## src/rtl/md_ctrl_pkg.sv

```systemverilog
// Shared types and default record widths for the MD core host-side controller.
package md_ctrl_pkg;

    localparam int D_IN_W  = 210;
    localparam int D_OUT_W = 192;

    typedef enum logic [2:0] {
        ST_IDLE,
        ST_LD_ACCEPT,
        ST_LD_HOLD,
        ST_COMPUTE,
        ST_RD_PULSE,
        ST_RD_GAP,
        ST_RD_PUSH,
        ST_FINISH
    } seq_state_e;

    function automatic int max3(input int a, input int b, input int c);
        int m;
        m = (a > b) ? a : b;
        return (m > c) ? m : c;
    endfunction

endpackage

```

## src/rtl/md_seq_timer.sv

```systemverilog
// Loadable down-counter shared by the hold, compute, read-pulse and timeout intervals.
// Load has priority; otherwise counts down to zero and stays there.
module md_seq_timer #(
    parameter int W = 8
) (
    input  logic         clk_i,
    input  logic         rst_i,
    input  logic         load_i,
    input  logic [W-1:0] load_val_i,
    output logic [W-1:0] value_o,
    output logic         zero_o
);

    logic [W-1:0] value_q;

    always_ff @(posedge clk_i) begin
        if (rst_i) begin
            value_q <= '0;
        end else if (load_i) begin
            value_q <= load_val_i;
        end else if (value_q != '0) begin
            value_q <= value_q - 1'b1;
        end
    end

    assign value_o = value_q;
    assign zero_o  = (value_q == '0);

endmodule

```

## src/rtl/md_run_sequencer.sv

```systemverilog
// Host-side run controller for the MD core: loads particles with timed write windows,
// then per timestep waits the compute interval and unloads every particle to the host.
module md_run_sequencer
    import md_ctrl_pkg::*;
#(
    parameter int N_PARTICLES    = 300,
    parameter int D_IN_W         = md_ctrl_pkg::D_IN_W,
    parameter int D_OUT_W        = md_ctrl_pkg::D_OUT_W,
    parameter int WRITE_HOLD     = 16,
    parameter int READ_PULSE     = 16,
    parameter int COMPUTE_CYCLES = 10000,
    parameter int READ_TIMEOUT   = 64
) (
    input  logic               ap_clk,
    input  logic               reset,
    input  logic               start,
    input  logic [31:0]        num_steps,
    output logic               busy,
    output logic               done,
    output logic               error,
    input  logic [D_IN_W-1:0]  host_in_data,
    input  logic               host_in_valid,
    output logic               host_in_ready,
    output logic [D_OUT_W-1:0] host_out_data,
    output logic               host_out_valid,
    input  logic               host_out_ready,
    output logic [D_IN_W-1:0]  md_d_in,
    output logic               md_elem_write,
    output logic [31:0]        md_step,
    output logic               md_read_ctrl,
    input  logic               md_elem_read,
    input  logic [D_OUT_W-1:0] md_d_out
);

    localparam int TMR_MAX = max3(COMPUTE_CYCLES, 2 * READ_PULSE, READ_TIMEOUT);
    localparam int TMR_W   = $clog2(TMR_MAX + 1);
    localparam int IDX_W   = $clog2(N_PARTICLES + 1);
    localparam int RD_SPAN = (2 * READ_PULSE > READ_TIMEOUT) ? 2 * READ_PULSE : READ_TIMEOUT;

    localparam logic [TMR_W-1:0] HOLD_LD   = TMR_W'(WRITE_HOLD - 1);
    localparam logic [TMR_W-1:0] COMP_LD   = TMR_W'(COMPUTE_CYCLES - 1);
    localparam logic [TMR_W-1:0] RD_LD     = TMR_W'(RD_SPAN - 1);
    localparam logic [TMR_W-1:0] PULSE_END = TMR_W'(READ_PULSE - 1);
    localparam logic [TMR_W-1:0] GAP_END   = TMR_W'(2 * READ_PULSE - 1);
    localparam logic [TMR_W-1:0] TMO_END   = TMR_W'(READ_TIMEOUT - 1);
    localparam logic [IDX_W-1:0] IDX_LAST  = IDX_W'(N_PARTICLES - 1);

    seq_state_e         state_q;
    logic [31:0]        steps_q;
    logic [IDX_W-1:0]   idx_q;
    logic [31:0]        md_step_q;
    logic               busy_q;
    logic               done_q;
    logic               error_q;
    logic               captured_q;
    logic [D_IN_W-1:0]  md_d_in_q;
    logic               md_elem_write_q;
    logic               md_read_ctrl_q;
    logic [D_OUT_W-1:0] host_out_data_q;
    logic               host_out_valid_q;

    logic               tmr_load;
    logic [TMR_W-1:0]   tmr_load_val;
    logic [TMR_W-1:0]   tmr_val;
    logic               tmr_zero;

    logic               idx_last;
    logic [31:0]        step_inc;
    logic               run_over;
    logic [TMR_W-1:0]   rd_elapsed;
    logic               in_read;
    logic               cap_now;
    logic               have_result;
    logic               rd_timeout;

    assign idx_last    = (idx_q == IDX_LAST);
    assign step_inc    = md_step_q + 32'd1;
    assign run_over    = (step_inc == steps_q);
    // One timer covers both the pulse/gap schedule and the timeout, measured from pulse start.
    assign rd_elapsed  = RD_LD - tmr_val;
    assign in_read     = (state_q == ST_RD_PULSE) || (state_q == ST_RD_GAP);
    assign cap_now     = in_read && !captured_q && md_elem_read;
    assign have_result = captured_q || md_elem_read;
    assign rd_timeout  = !have_result && (rd_elapsed >= TMO_END);

    md_seq_timer #(
        .W (TMR_W)
    ) u_timer (
        .clk_i      (ap_clk),
        .rst_i      (reset),
        .load_i     (tmr_load),
        .load_val_i (tmr_load_val),
        .value_o    (tmr_val),
        .zero_o     (tmr_zero)
    );

    always_comb begin
        tmr_load     = 1'b0;
        tmr_load_val = '0;
        case (state_q)
            ST_LD_ACCEPT: begin
                if (host_in_valid) begin
                    tmr_load     = 1'b1;
                    tmr_load_val = HOLD_LD;
                end
            end
            ST_LD_HOLD: begin
                if (tmr_zero && idx_last && steps_q != 32'd0) begin
                    tmr_load     = 1'b1;
                    tmr_load_val = COMP_LD;
                end
            end
            ST_COMPUTE: begin
                if (tmr_zero) begin
                    tmr_load     = 1'b1;
                    tmr_load_val = RD_LD;
                end
            end
            ST_RD_PUSH: begin
                if (host_out_ready) begin
                    if (!idx_last) begin
                        tmr_load     = 1'b1;
                        tmr_load_val = RD_LD;
                    end else if (!run_over) begin
                        tmr_load     = 1'b1;
                        tmr_load_val = COMP_LD;
                    end
                end
            end
            default: ;
        endcase
    end

    always_ff @(posedge ap_clk) begin
        if (reset) begin
            state_q          <= ST_IDLE;
            steps_q          <= '0;
            idx_q            <= '0;
            md_step_q        <= '0;
            busy_q           <= 1'b0;
            done_q           <= 1'b0;
            error_q          <= 1'b0;
            captured_q       <= 1'b0;
            md_d_in_q        <= '0;
            md_elem_write_q  <= 1'b0;
            md_read_ctrl_q   <= 1'b0;
            host_out_data_q  <= '0;
            host_out_valid_q <= 1'b0;
        end else begin
            done_q <= 1'b0;
            if (cap_now) begin
                host_out_data_q <= md_d_out;
                captured_q      <= 1'b1;
            end
            case (state_q)
                ST_IDLE: begin
                    if (start) begin
                        steps_q   <= num_steps;
                        error_q   <= 1'b0;
                        md_step_q <= '0;
                        idx_q     <= '0;
                        busy_q    <= 1'b1;
                        state_q   <= ST_LD_ACCEPT;
                    end
                end
                ST_LD_ACCEPT: begin
                    if (host_in_valid) begin
                        md_d_in_q       <= host_in_data;
                        md_elem_write_q <= 1'b1;
                        state_q         <= ST_LD_HOLD;
                    end
                end
                ST_LD_HOLD: begin
                    if (tmr_zero) begin
                        md_elem_write_q <= 1'b0;
                        if (idx_last) begin
                            idx_q <= '0;
                            if (steps_q == 32'd0) begin
                                done_q  <= 1'b1;
                                state_q <= ST_FINISH;
                            end else begin
                                state_q <= ST_COMPUTE;
                            end
                        end else begin
                            idx_q   <= idx_q + 1'b1;
                            state_q <= ST_LD_ACCEPT;
                        end
                    end
                end
                ST_COMPUTE: begin
                    if (tmr_zero) begin
                        md_read_ctrl_q <= 1'b1;
                        captured_q     <= 1'b0;
                        state_q        <= ST_RD_PULSE;
                    end
                end
                ST_RD_PULSE, ST_RD_GAP: begin
                    if (rd_timeout) begin
                        md_read_ctrl_q <= 1'b0;
                        error_q        <= 1'b1;
                        done_q         <= 1'b1;
                        state_q        <= ST_FINISH;
                    end else if (state_q == ST_RD_PULSE) begin
                        if (rd_elapsed == PULSE_END) begin
                            md_read_ctrl_q <= 1'b0;
                            state_q        <= ST_RD_GAP;
                        end
                    end else if (rd_elapsed >= GAP_END && have_result) begin
                        host_out_valid_q <= 1'b1;
                        state_q          <= ST_RD_PUSH;
                    end
                end
                ST_RD_PUSH: begin
                    if (host_out_ready) begin
                        host_out_valid_q <= 1'b0;
                        if (idx_last) begin
                            idx_q     <= '0;
                            md_step_q <= step_inc;
                            if (run_over) begin
                                done_q  <= 1'b1;
                                state_q <= ST_FINISH;
                            end else begin
                                state_q <= ST_COMPUTE;
                            end
                        end else begin
                            idx_q          <= idx_q + 1'b1;
                            md_read_ctrl_q <= 1'b1;
                            captured_q     <= 1'b0;
                            state_q        <= ST_RD_PULSE;
                        end
                    end
                end
                ST_FINISH: begin
                    busy_q  <= 1'b0;
                    state_q <= ST_IDLE;
                end
                default: state_q <= ST_IDLE;
            endcase
        end
    end

    assign busy           = busy_q;
    assign done           = done_q;
    assign error          = error_q;
    assign host_in_ready  = (state_q == ST_LD_ACCEPT);
    assign host_out_data  = host_out_data_q;
    assign host_out_valid = host_out_valid_q;
    assign md_d_in        = md_d_in_q;
    assign md_elem_write  = md_elem_write_q;
    assign md_step        = md_step_q;
    assign md_read_ctrl   = md_read_ctrl_q;

endmodule

```

## config.mk

```make
export PLATFORM = sky130hd
export DESIGN_NAME = md_run_sequencer
export DESIGN_NICKNAME = d
export VERILOG_FILES = /design/src/rtl/md_ctrl_pkg.sv /design/src/rtl/md_seq_timer.sv /design/src/rtl/md_run_sequencer.sv
export SDC_FILE = /design/constraint.sdc
export NUM_CORES = 1
export LEC_CHECK = 0
export ABC_AREA = 1
export CAP_MARGIN = 20
export CORE_AREA = 4 4 342 344
export DETAILED_ROUTE_END_ITERATION = 7
export DIE_AREA = 0 0 346 348
export GPL_ROUTABILITY_DRIVEN = 0
export PLACE_DENSITY_LB_ADDON = 0.12
export REMOVE_ABC_BUFFERS = 1
export SLEW_MARGIN = 20
export SYNTH_ARGS = -nofsm -noshare
export SYNTH_HDL_FRONTEND = slang
export SYNTH_SLANG_ARGS = --single-unit
```

## constraint.sdc

```tcl
create_clock -name ap_clk -period 3 [get_ports ap_clk]
set_input_delay 0.6 -clock ap_clk [delete_from_list [all_inputs] [get_ports ap_clk]]
set_output_delay 0.6 -clock ap_clk [all_outputs]
set_load 0.01 [all_outputs]
```

==> flow_metrics.py <==
metrics = {
    "clock_tree": {
        "cts_tree": "built",
        "clk_latency_ns": 0.62,
        "cts_buffer_depth": 3,
        "cts_buffers": 71,
        "cts_sinks": 499,
        "cts_root_buffer": "clkbuf_16",
        "cts_setup_buffers": 0,
        "path_clk_slew_ns": 0.05,
        "h-tree-depth": 3,
    },
    "finish": {
        "areaGrowthSynthToFinish_pct": 66.8,
        "drive_above_1_share": 0.0529,
        "regArea_um2": 9990,
        "nets": 4020,
        "final_util": 0.286,
        "multi_input_area_um2": 8530,
        "n_fill_cell": 12600,
    },
    "synthesis": {
        "synth.top_cell.area_share": 0.511,
        "ys_warn_count": 0,
        "synth_edf_count": 0,
        "ys_top_cells_by_area": "dfxtp_1, nor2_1, o21ai_0, nand2_1, clkbuf_1",
        "netlist_instances": 2730,
        "async_reset_ff_frac": 0,
        "netlist_area_um2": 19500,
        "synth_area_leader_cell": "dfxtp_1",
        "synth.top_cells.by_count": "nor2_1, dfxtp_1, o21ai_0",
        "synth-seq-area-share": 0.511,
        "synthFlopType": "dfxtp_1",
        "yosysUniqueCellTypes": 44,
        "synthMostInstantiatedCell": "nor2_1",
        "synth-seq-cells": 499,
        "syn_area_per_cell_um2": 7.16,
    },
    "power_and_ir_drop": {
        "swShare": 0.327,
        "seqPwrFrac": 0.360,
        "ir_drop_mv": 0.357,
        "p_leak_nw": 11.9,
        "combPwrFrac": 0.294,
        "p_per_area_nw_per_um2": 716,
        "p_clk_frac": 0.346,
        "power.internal_mw": 15.7,
        "switching_power_mw": 7.63,
    },
    "global_route": {
        "grt_pass1_wl_mm": 145,
        "gr-total-overflow": 0,
        "grtUsageTotal": 0.161,
        "grt_pass1_vias": 20400,
        "antenna_found_initial": 14,
        "grt_max_degree": 160,
    },
    "setup_path": {
        "reg2reg_to": "u_timer.value_o[2]",
        "r2r-start": "md_step[16]",
        "crit_chain": "inv_1, nor2_1, inv_1, nor2_1, clkdlybuf4s50_1",
        "crit_end": "host_in_ready",
        "cp-startpoint": "state_q[0]",
        "path_class": "reg -> out",
        "reg2reg_depth": 19,
        "crit_required_ns": 2.40,
        "crit_family": "buffers and inverters",
        "rrSetupSlack_ns": 0.21,
        "critPathArrivalTime_ns": 2.19,
        "path_max_fanout": 8,
        "path_buf_inv": 3,
        "cp.depth": 5,
        "end_kind": "primary output",
        "critPathMaxStageDelay_ns": 0.62,
        "crit_slowest_cell": "clkdlybuf4s50_1",
        "start_kind": "flop",
    },
    "sta": {
        "drv_slew": 0,
        "hold_viol_final": 0,
        "skew_ns": 0.0240,
        "setup_violations": 0,
        "min_period_ns": 2.79,
        "fin_setup_tns_ns": 0,
        "slew_headroom": 0.487,
        "fin_crit_sh": 0.930,
        "grt_setup_unrepaired": "no",
        "max_freq_mhz": 358,
        "worstMarginPinSlew_ns": 0.769,
    },
    "die": {
        "fp.dieH_um": 348,
        "die_area_um2": 120000,
        "coreArea_um2": 114000,
        "fp.dieW_um": 346,
        "start_util": 0.172,
        "ioPinCount": 881,
        "fp-row-count": 124,
    },
    "route": {
        "wl_per_cell_um": 19.7,
        "vias_per_cell": 4.00,
        "drtAntennaViolNets": 0,
        "dr.pass1.iters": 5,
        "drt-total-wl_mm": 101,
        "drc": 0,
        "drt_iter0_drc": 987,
        "vias": 20600,
    },
    "placement": {
        "portBuffers": 880,
        "hpwlAfterDp_mm": 77.3,
    },
    "run_status": {
        "status": "complete, no violations",
    },
    "worst_hold_path": {
        "min_path_type": "in -> reg",
    },
    "run": {
        "drv_cap": 0,
    },
}
final cells by class:
type | count | share of cell area
diodes | 8 | 0.000614
repair buffers | 931 | 0.290
inverters | 123 | 0.0148
clock buffers | 104 | 0.0620
well taps | 1512 | 0.0581
flip-flops and latches | 499 | 0.307
multi-input cells | 1951 | 0.262
clock inverters | 19 | 0.00599
layer usage:
metal	track usage	wire, um	vias up
li1	-	-	10500
met1	0.178	39400	9353
met2	0.287	50700	606
met3	0.0614	8490	134
met4	0.0483	2650	6
met5	0	50	-
state kept, by name, summed over array words and instances, names as in the netlist:
name and count:
host_out_valid 1, md_read_ctrl 1, captured_q 1, steps_q 32, busy 1, done 1, idx_q 9, state_q 3
md_elem_write 1, md_d_in 210, md_step 32, u_timer.value_o 14, error 1, host_out_data 192
power groups by stage:
stage	combinational (mW)	clock [mW]	sequential [mW]
4_1_cts	7.01	8.50	8.41
6_report	6.86	8.08	8.40
3_3_place_gp	7.07	0	8.53
3_5_place_dp	6.98	0	8.53
5_1_grt	7.64	8.70	8.54
2_1_floorplan	2.91	0	8.80
timing repair:
item | 4_1_cts | 5_1_grt
hold buffers | 0 | 0
endpoints found under the setup margin | 0 | 13
resized for setup | 0 | 6
endpoints found under the hold margin | 0 | 0
cells by family (layout without fill, tap and decap cells):
family          after synthesis  in the layout  share of synthesized area
buf+inv                     280           1177                     0.0539
flops                       499            499                      0.511
fa+ha+maj                     3              3                    0.00192
xor+xnor                     11             11                    0.00634
other cells                   0              8                          0
simple gates               1385           1385                      0.283
compound gates              552            552                      0.144
tightest hold or removal path, stage by stage:
cell	delay [ns]
buf_2	0.14
inv_8	0.12
nand2_1	0.10
inv_1	0.03
worst min-delay path by stage:
stage | start | endpoint | slack (ns) | cells after the start
after CTS | reset | u_timer.value_o[0] | 0.40 | 4
after detailed placement | host_out_data[177] | host_out_data[177] | 0.47 | 2
after global placement | md_d_in[140] | md_d_in[140] | 0.46 | 2
final | reset | u_timer.value_o[3] | 0.47 | 4
after global routing | reset | u_timer.value_o[0] | 0.45 | 4
after floorplan | idx_q[8] | idx_q[8] | 0.45 | 2
placed cells by master, fill, tap and decap left out, types with 3 or more instances in the layout:
master	count
nor2_1	934
clkdlybuf4s50_1	879
dfxtp_1	496
o21ai_0	453
nand2_1	303
inv_1	118
nand3_1	86
a21oi_1	79
clkbuf_16	71
buf_4	30
clkbuf_1	21
buf_12	21
clkbuf_8	12
clkinv_2	10
diode_2	8
nor4_1	8
nor2_2	8
nand3b_1	8
nand4_1	7
nor3_1	6
xor2_1	5
nand2_2	5
nand2_4	4
o21ai_1	4
nor2_4	4
xnor2_1	4
a32oi_1	4
inv_6	3
and3_1	3
clkinv_8	3
dfxtp_2	3
per-stage QoR:
stage,hold WS (ns),cell area [um2],power (mW),setup WS [ns],instances
CTS,0.404,32600,23.9,0.127,5139
detailed placement,0.470,30300,15.5,0.166,5016
global placement,0.461,30300,15.6,0.159,5016
floorplan,0.451,18900,11.7,-5.06,2573
global route,0.448,32600,24.9,0.0158,5143
finish,0.469,32600,23.3,0.209,5147
No activity file was read; power rests on OpenSTA's default activity.
